==> config.mk <==
export PLATFORM = sky130hd
export DESIGN_NAME = mem_channel_arbiter
export DESIGN_NICKNAME = d
export VERILOG_FILES = /design/src/rtl/gpu_mem_pkg.sv /design/src/rtl/rr_picker.sv /design/src/rtl/mem_channel_arbiter.sv
export SDC_FILE = /design/constraint.sdc
export NUM_CORES = 1
export LEC_CHECK = 0
export ABC_AREA = 1
export CAP_MARGIN = 20
export CORE_ASPECT_RATIO = 1.75
export CORE_MARGIN = 2
export CORE_UTILIZATION = 43
export DETAILED_ROUTE_END_ITERATION = 10
export PLACE_DENSITY = 0.84
export SLEW_MARGIN = 20
export SYNTH_ARGS = -nofsm -noshare
export SYNTH_HDL_FRONTEND = slang
export SYNTH_SLANG_ARGS = --single-unit
==> constraint.sdc <==
create_clock -name clk -period 3.2 [get_ports clk]
set_clock_uncertainty 0.1 [all_clocks]
set_input_delay 0.48 -clock clk [delete_from_list [all_inputs] [get_ports clk]]
set_output_delay 0.48 -clock clk [all_outputs]
set_load 0.005 [all_outputs]
==> src/rtl/gpu_mem_pkg.sv <==
// Shared types and helpers for the memory channel arbiter.
package gpu_mem_pkg;

  typedef enum logic [2:0] {
    StIdle,
    StReadWaiting,
    StWriteWaiting,
    StReadRelaying,
    StWriteRelaying
  } channel_state_e;

  // Index width for n requesters; never narrower than one bit.
  function automatic int unsigned idx_bits(input int unsigned n);
    return (n > 1) ? $clog2(n) : 1;
  endfunction

  // Explicit modulo so non-power-of-two consumer counts wrap correctly.
  function automatic int unsigned wrap_inc(input int unsigned idx, input int unsigned n);
    return (idx + 1) % n;
  endfunction

  localparam int unsigned CONSUMER_IDX_BITS = idx_bits(4);

endpackage

==> src/rtl/rr_picker.sv <==
// Combinational round-robin picker: first requester at or after ptr not in exclude.
module rr_picker #(
  parameter int unsigned NUM_REQ  = 4,
  parameter int unsigned IDX_BITS = 2
) (
  input  logic [NUM_REQ-1:0]  req,
  input  logic [NUM_REQ-1:0]  exclude,
  input  logic [IDX_BITS-1:0] ptr,
  output logic                grant_valid,
  output logic [IDX_BITS-1:0] grant_idx
);

  always_comb begin
    int unsigned j;
    j           = 0;
    grant_valid = 1'b0;
    grant_idx   = '0;
    for (int unsigned k = 0; k < NUM_REQ; k++) begin
      j = (32'(ptr) + k) % NUM_REQ;
      if (!grant_valid && req[j] && !exclude[j]) begin
        grant_valid = 1'b1;
        grant_idx   = IDX_BITS'(j);
      end
    end
  end

endmodule

==> src/rtl/mem_channel_arbiter.sv <==
// Shares NUM_CHANNELS memory channels among NUM_CONSUMERS requesters, round-robin,
// with one FSM per channel and registered outputs.
module mem_channel_arbiter
  import gpu_mem_pkg::*;
#(
  parameter int unsigned ADDR_BITS     = 8,
  parameter int unsigned DATA_BITS     = 16,
  parameter int unsigned NUM_CONSUMERS = 4,
  parameter int unsigned NUM_CHANNELS  = 1,
  parameter int unsigned WRITE_ENABLE  = 1
) (
  input  logic                              clk,
  input  logic                              reset,
  input  logic [NUM_CONSUMERS-1:0]          consumer_read_valid,
  input  logic [NUM_CONSUMERS*ADDR_BITS-1:0] consumer_read_address,
  output logic [NUM_CONSUMERS-1:0]          consumer_read_ready,
  output logic [NUM_CONSUMERS*DATA_BITS-1:0] consumer_read_data,
  input  logic [NUM_CONSUMERS-1:0]          consumer_write_valid,
  input  logic [NUM_CONSUMERS*ADDR_BITS-1:0] consumer_write_address,
  input  logic [NUM_CONSUMERS*DATA_BITS-1:0] consumer_write_data,
  output logic [NUM_CONSUMERS-1:0]          consumer_write_ready,
  output logic [NUM_CHANNELS-1:0]           mem_read_valid,
  output logic [NUM_CHANNELS*ADDR_BITS-1:0] mem_read_address,
  input  logic [NUM_CHANNELS-1:0]           mem_read_ready,
  input  logic [NUM_CHANNELS*DATA_BITS-1:0] mem_read_data,
  output logic [NUM_CHANNELS-1:0]           mem_write_valid,
  output logic [NUM_CHANNELS*ADDR_BITS-1:0] mem_write_address,
  output logic [NUM_CHANNELS*DATA_BITS-1:0] mem_write_data,
  input  logic [NUM_CHANNELS-1:0]           mem_write_ready
);

  localparam int unsigned IdxBits = idx_bits(NUM_CONSUMERS);
  localparam bit          WrEn    = (WRITE_ENABLE != 0);

  channel_state_e                     state_q [NUM_CHANNELS];
  channel_state_e                     state_d [NUM_CHANNELS];
  logic [IdxBits-1:0]                 cons_q  [NUM_CHANNELS];
  logic [IdxBits-1:0]                 cons_d  [NUM_CHANNELS];
  logic [NUM_CONSUMERS-1:0]           claim_q, claim_d;
  logic [IdxBits-1:0]                 rr_q, rr_d;
  logic [NUM_CONSUMERS-1:0]           req;
  logic [NUM_CHANNELS-1:0]            chan_take;
  logic [IdxBits-1:0]                 chan_idx [NUM_CHANNELS];

  logic [NUM_CHANNELS-1:0]            mrv_q, mrv_d, mwv_q, mwv_d;
  logic [NUM_CHANNELS*ADDR_BITS-1:0]  mra_q, mra_d, mwa_q, mwa_d;
  logic [NUM_CHANNELS*DATA_BITS-1:0]  mwd_q, mwd_d;
  logic [NUM_CONSUMERS-1:0]           crr_q, crr_d, cwr_q, cwr_d;
  logic [NUM_CONSUMERS*DATA_BITS-1:0] crd_q, crd_d;

  assign req = consumer_read_valid | (WrEn ? consumer_write_valid : '0);

  // Channels resolve in index order: each sees the claims plus grants of lower channels.
  for (genvar c = 0; c < NUM_CHANNELS; c++) begin : g_ch
    logic [NUM_CONSUMERS-1:0] excl_in, excl_out;
    logic [IdxBits-1:0]       ptr_in, ptr_out, pick_idx;
    logic                     pick_valid, take;

    if (c == 0) begin : g_first
      assign excl_in = claim_q;
      assign ptr_in  = rr_q;
    end else begin : g_next
      assign excl_in = g_ch[c-1].excl_out;
      assign ptr_in  = g_ch[c-1].ptr_out;
    end

    rr_picker #(
      .NUM_REQ (NUM_CONSUMERS),
      .IDX_BITS(IdxBits)
    ) u_picker (
      .req        (req),
      .exclude    (excl_in),
      .ptr        (ptr_in),
      .grant_valid(pick_valid),
      .grant_idx  (pick_idx)
    );

    assign take     = (state_q[c] == StIdle) && pick_valid;
    assign excl_out = excl_in | (take ? (NUM_CONSUMERS'(1) << pick_idx) : '0);
    assign ptr_out  = take ? IdxBits'(wrap_inc(32'(pick_idx), NUM_CONSUMERS)) : ptr_in;
    assign chan_take[c] = take;
    assign chan_idx[c]  = pick_idx;
  end

  assign rr_d = g_ch[NUM_CHANNELS-1].ptr_out;

  always_comb begin
    int unsigned ci;
    ci      = 0;
    state_d = state_q;
    cons_d  = cons_q;
    claim_d = claim_q;
    mrv_d   = mrv_q;
    mra_d   = mra_q;
    mwv_d   = mwv_q;
    mwa_d   = mwa_q;
    mwd_d   = mwd_q;
    crr_d   = crr_q;
    cwr_d   = cwr_q;
    crd_d   = crd_q;
    for (int c = 0; c < NUM_CHANNELS; c++) begin
      ci = 32'(cons_q[c]);
      unique case (state_q[c])
        StIdle: begin
          if (chan_take[c]) begin
            ci          = 32'(chan_idx[c]);
            claim_d[ci] = 1'b1;
            cons_d[c]   = chan_idx[c];
            if (consumer_read_valid[ci]) begin
              mrv_d[c] = 1'b1;
              mra_d[c*ADDR_BITS +: ADDR_BITS] = consumer_read_address[ci*ADDR_BITS +: ADDR_BITS];
              state_d[c] = StReadWaiting;
            end else begin
              mwv_d[c] = 1'b1;
              mwa_d[c*ADDR_BITS +: ADDR_BITS] = consumer_write_address[ci*ADDR_BITS +: ADDR_BITS];
              mwd_d[c*DATA_BITS +: DATA_BITS] = consumer_write_data[ci*DATA_BITS +: DATA_BITS];
              state_d[c] = StWriteWaiting;
            end
          end
        end
        StReadWaiting: begin
          if (mem_read_ready[c]) begin
            mrv_d[c]  = 1'b0;
            crr_d[ci] = 1'b1;
            crd_d[ci*DATA_BITS +: DATA_BITS] = mem_read_data[c*DATA_BITS +: DATA_BITS];
            state_d[c] = StReadRelaying;
          end
        end
        StWriteWaiting: begin
          if (mem_write_ready[c]) begin
            mwv_d[c]   = 1'b0;
            cwr_d[ci]  = 1'b1;
            state_d[c] = StWriteRelaying;
          end
        end
        StReadRelaying: begin
          if (!consumer_read_valid[ci]) begin
            crr_d[ci]   = 1'b0;
            claim_d[ci] = 1'b0;
            state_d[c]  = StIdle;
          end
        end
        StWriteRelaying: begin
          if (!consumer_write_valid[ci]) begin
            cwr_d[ci]   = 1'b0;
            claim_d[ci] = 1'b0;
            state_d[c]  = StIdle;
          end
        end
        default: state_d[c] = StIdle;
      endcase
    end
  end

  always_ff @(posedge clk) begin
    if (!reset) begin
      for (int c = 0; c < NUM_CHANNELS; c++) begin
        state_q[c] <= StIdle;
        cons_q[c]  <= '0;
      end
      claim_q <= '0;
      rr_q    <= '0;
      mrv_q   <= '0;
      mra_q   <= '0;
      mwv_q   <= '0;
      mwa_q   <= '0;
      mwd_q   <= '0;
      crr_q   <= '0;
      cwr_q   <= '0;
      crd_q   <= '0;
    end else begin
      state_q <= state_d;
      cons_q  <= cons_d;
      claim_q <= claim_d;
      rr_q    <= rr_d;
      mrv_q   <= mrv_d;
      mra_q   <= mra_d;
      mwv_q   <= mwv_d;
      mwa_q   <= mwa_d;
      mwd_q   <= mwd_d;
      crr_q   <= crr_d;
      cwr_q   <= cwr_d;
      crd_q   <= crd_d;
    end
  end

  assign mem_read_valid      = mrv_q;
  assign mem_read_address    = mra_q;
  assign consumer_read_ready = crr_q;
  assign consumer_read_data  = crd_q;

  if (WrEn) begin : g_wr
    assign mem_write_valid      = mwv_q;
    assign mem_write_address    = mwa_q;
    assign mem_write_data       = mwd_q;
    assign consumer_write_ready = cwr_q;
  end else begin : g_no_wr
    assign mem_write_valid      = '0;
    assign mem_write_address    = '0;
    assign mem_write_data       = '0;
    assign consumer_write_ready = '0;
  end

endmodule

==> out/results.tsv <==
metric	value	unit
ys_seq_area_share	37.4	%
synth_cells	932	
r2r_slack	0.53	ns
grt_max_degree	65	
p_per_area	987	nW/µm²
dpl.cell_count	1329	
synth_top_area_cell	dfxtp_1	
cp_data_required_time	3.44	ns
wirelength	20900	µm
stdcell_area	9570	µm²
post-cts-setup-buffers	0	
vdd_drop_max	0.00114	V
slew_headroom	52.3	%
instances_no_fill	1360	
synthesis.nets	1100	
syn_area	6260	µm²
cts.sinks	117	
async_reset_ff_share	0	%
hold_depth	2	
path_clk_slew	0.05	ns
synth_top_area_share	37.4	%
antenna_cells	0	
hold_buffers	0	
ios	262	
drtIter0Drc	355	
placementRows	58	
synth-main-ff-cell	dfxtp_1	
status	complete, no violations	
dieHeight	164	µm
critical_path_class	in2reg	
filler_cell_count	1229	
cts_buffers	17	
area_growth	52.8	%
yosys-top-cells-count	179 x nor2_1, 156 x nand2_1, 117 x dfxtp_1	
rsz0062_at_grt	false	
place_area	8940	µm²
die_x	95.2	µm
cts_resized	0	
maxClockFrequency	0.367	GHz
rr_startpoint	g_ch[0].ptr_in[0]	
via_per_inst	5.30	
post-route-drc-count	0	
arrival	2.97	ns
worst_slew_pin_slew	0.714	ns
ctsRootBufferMaster	clkbuf_16	
placement.io_buffers	261	
synth.avg_cell_area	6.72	µm²
grt_pass1_wl	32600	µm
layout-drive-gt1-share	6.10	%
tns	0	ns
min_period_over_period	85.2	%
grt_pass1_vias	6761	
max-cap-violations	0	
dr.pass1.iters	5	
ff_latch_area	2340	µm²
grt-ovfl-total	0	
hold_viol_final	0	
timing.hold.ws	0.342	ns
ys_ff_latch	117	
hpwl	15800	µm
die_area	15600	µm²
gp_congestion	0.918	
period_minus_slack	2.73	ns
clockBufferDepth	2	
worstHoldPathType	reg2reg	
synth_warnings	0	
finish.utilization	66.9	%
antenna_found_initial	0	
setup_violations	0	
grtUsageTotal	26.8	%
antenna_left	0	
synth_edf_count	0	
start_kind	input pin	
ys_types	35	
num_vias	7210	
crit_path_end_kind	register	
nets	1336	
synthTopCellsByArea	dfxtp_1 37%, nor2_1 11%, nand2_1 9.4%	
slew_violations	0	
routedWlPerCell	15.4	µm
h-tree-depth	4	
core	14300	µm²
multi_input_comb_area	3350	µm²
hold_path_startpoint	mem_write_valid	
rr_worst_depth	18	
p_leak	3.70	nW
startpoint	consumer_read_valid[3]	
clock_latency	0.41	ns
initial_core_util	43.8	%
worst_slack	0.475	ns
cts_tree	done	
power	9.45	mW
place_ws	0.107	ns
critPathMaxFanout	14	
synth.most_common_cell	nor2_1	
[layout make-up]
class | instances | area share, %
timing repair buffer | 279 | 29.1
tap | 180 | 2.35
clock buffer | 17 | 4.45
inverter | 62 | 2.46
clock inverter | 14 | 2.11
multi-input combinational | 691 | 35.0
sequential | 117 | 24.5
[worst max-delay path: stages]
cell	delay, ns
clkdlybuf4s50_1	0.55
inv_1	0.08
nand2_1	0.10
nand3_2	0.09
nand2_1	0.11
nand2_1	0.05
nand2_1	0.11
nand3_1	0.12
nand3_1	0.10
nand2_1	0.11
nand2_1	0.10
nand2_2	0.12
nand2_2	0.13
nand2_4	0.09
nor2_8	0.20
buf_4	0.22
o21ai_0	0.10
nor2_1	0.11
[kinds of logic (layout without fill, tap and decap cells)]
group	count (synthesis)	in the layout	synth area share, %
compound gates	228	228	18.8
simple gates	449	449	31.9
fa+ha+maj	12	12	2.40
buf+inv	124	372	9.09
xor+xnor	2	2	0.400
flops	117	117	37.4
[flip-flops by register name (all words and copies together) (netlist names), named ones only]
name and flops:
consumer_read_data 64, mem_write_data 16, mem_read_address 8, mem_write_address 8
claim_q 4, state_q 3, cons_q 2, g_ch.ptr_in 2
mem_read_valid 1, mem_write_valid 1
[cells in the final DEF, fill, tap and decap left out, types with 2 or more instances in the layout]
cell             instances
clkdlybuf4s50_1        261
bufinv_16                4
buf_12                   3
o21ai_0                107
nor3_1                   7
inv_2                    3
or4_1                   21
clkinvlp_4               2
buf_4                   15
nand2_2                  7
clkbuf_16               17
nand3_1                 28
nand2_1                155
dfxtp_1                117
clkinv_4                 4
a31oi_1                  3
or3_1                   18
a211oi_1                 5
ha_1                    12
inv_6                    3
o311a_1                  3
nand3_2                  4
a21oi_1                 83
nor2_1                 179
o21ai_1                 26
nand2_4                  2
inv_1                   57
nand4_1                 23
[final timing paths]
kind | endpoint
worst min register to register | mem_write_valid
worst min-delay path | mem_write_valid
worst max register to register | mem_write_data[4]
worst max-delay path | mem_write_data[4]
[where the power goes]
| group | total (mW) | internal, mW | switching [mW] |
|---|---|---|---|
| logic | 5.58 | 2.02 | 3.56 |
| registers | 1.84 | 1.71 | 0.130 |
| clock network | 2.02 | 1.31 | 0.716 |
| total | 9.45 | 5.04 | 4.41 |
[routing by layer]
layer / part of all wire (%) / vias to the layer above / routed length, µm / GRT usage, %
met1: 34 / 3224 / 7130 / 27.7
met4: 4.5 / 0 / 943 / 13.6
met2: 53 / 361 / 11200 / 48.8
met5: 0 / - / 0 / 0
met3: 8.0 / 50 / 1670 / 6.50
li1: - / 3575 / - / -
No activity file was read; power rests on OpenSTA's default activity.
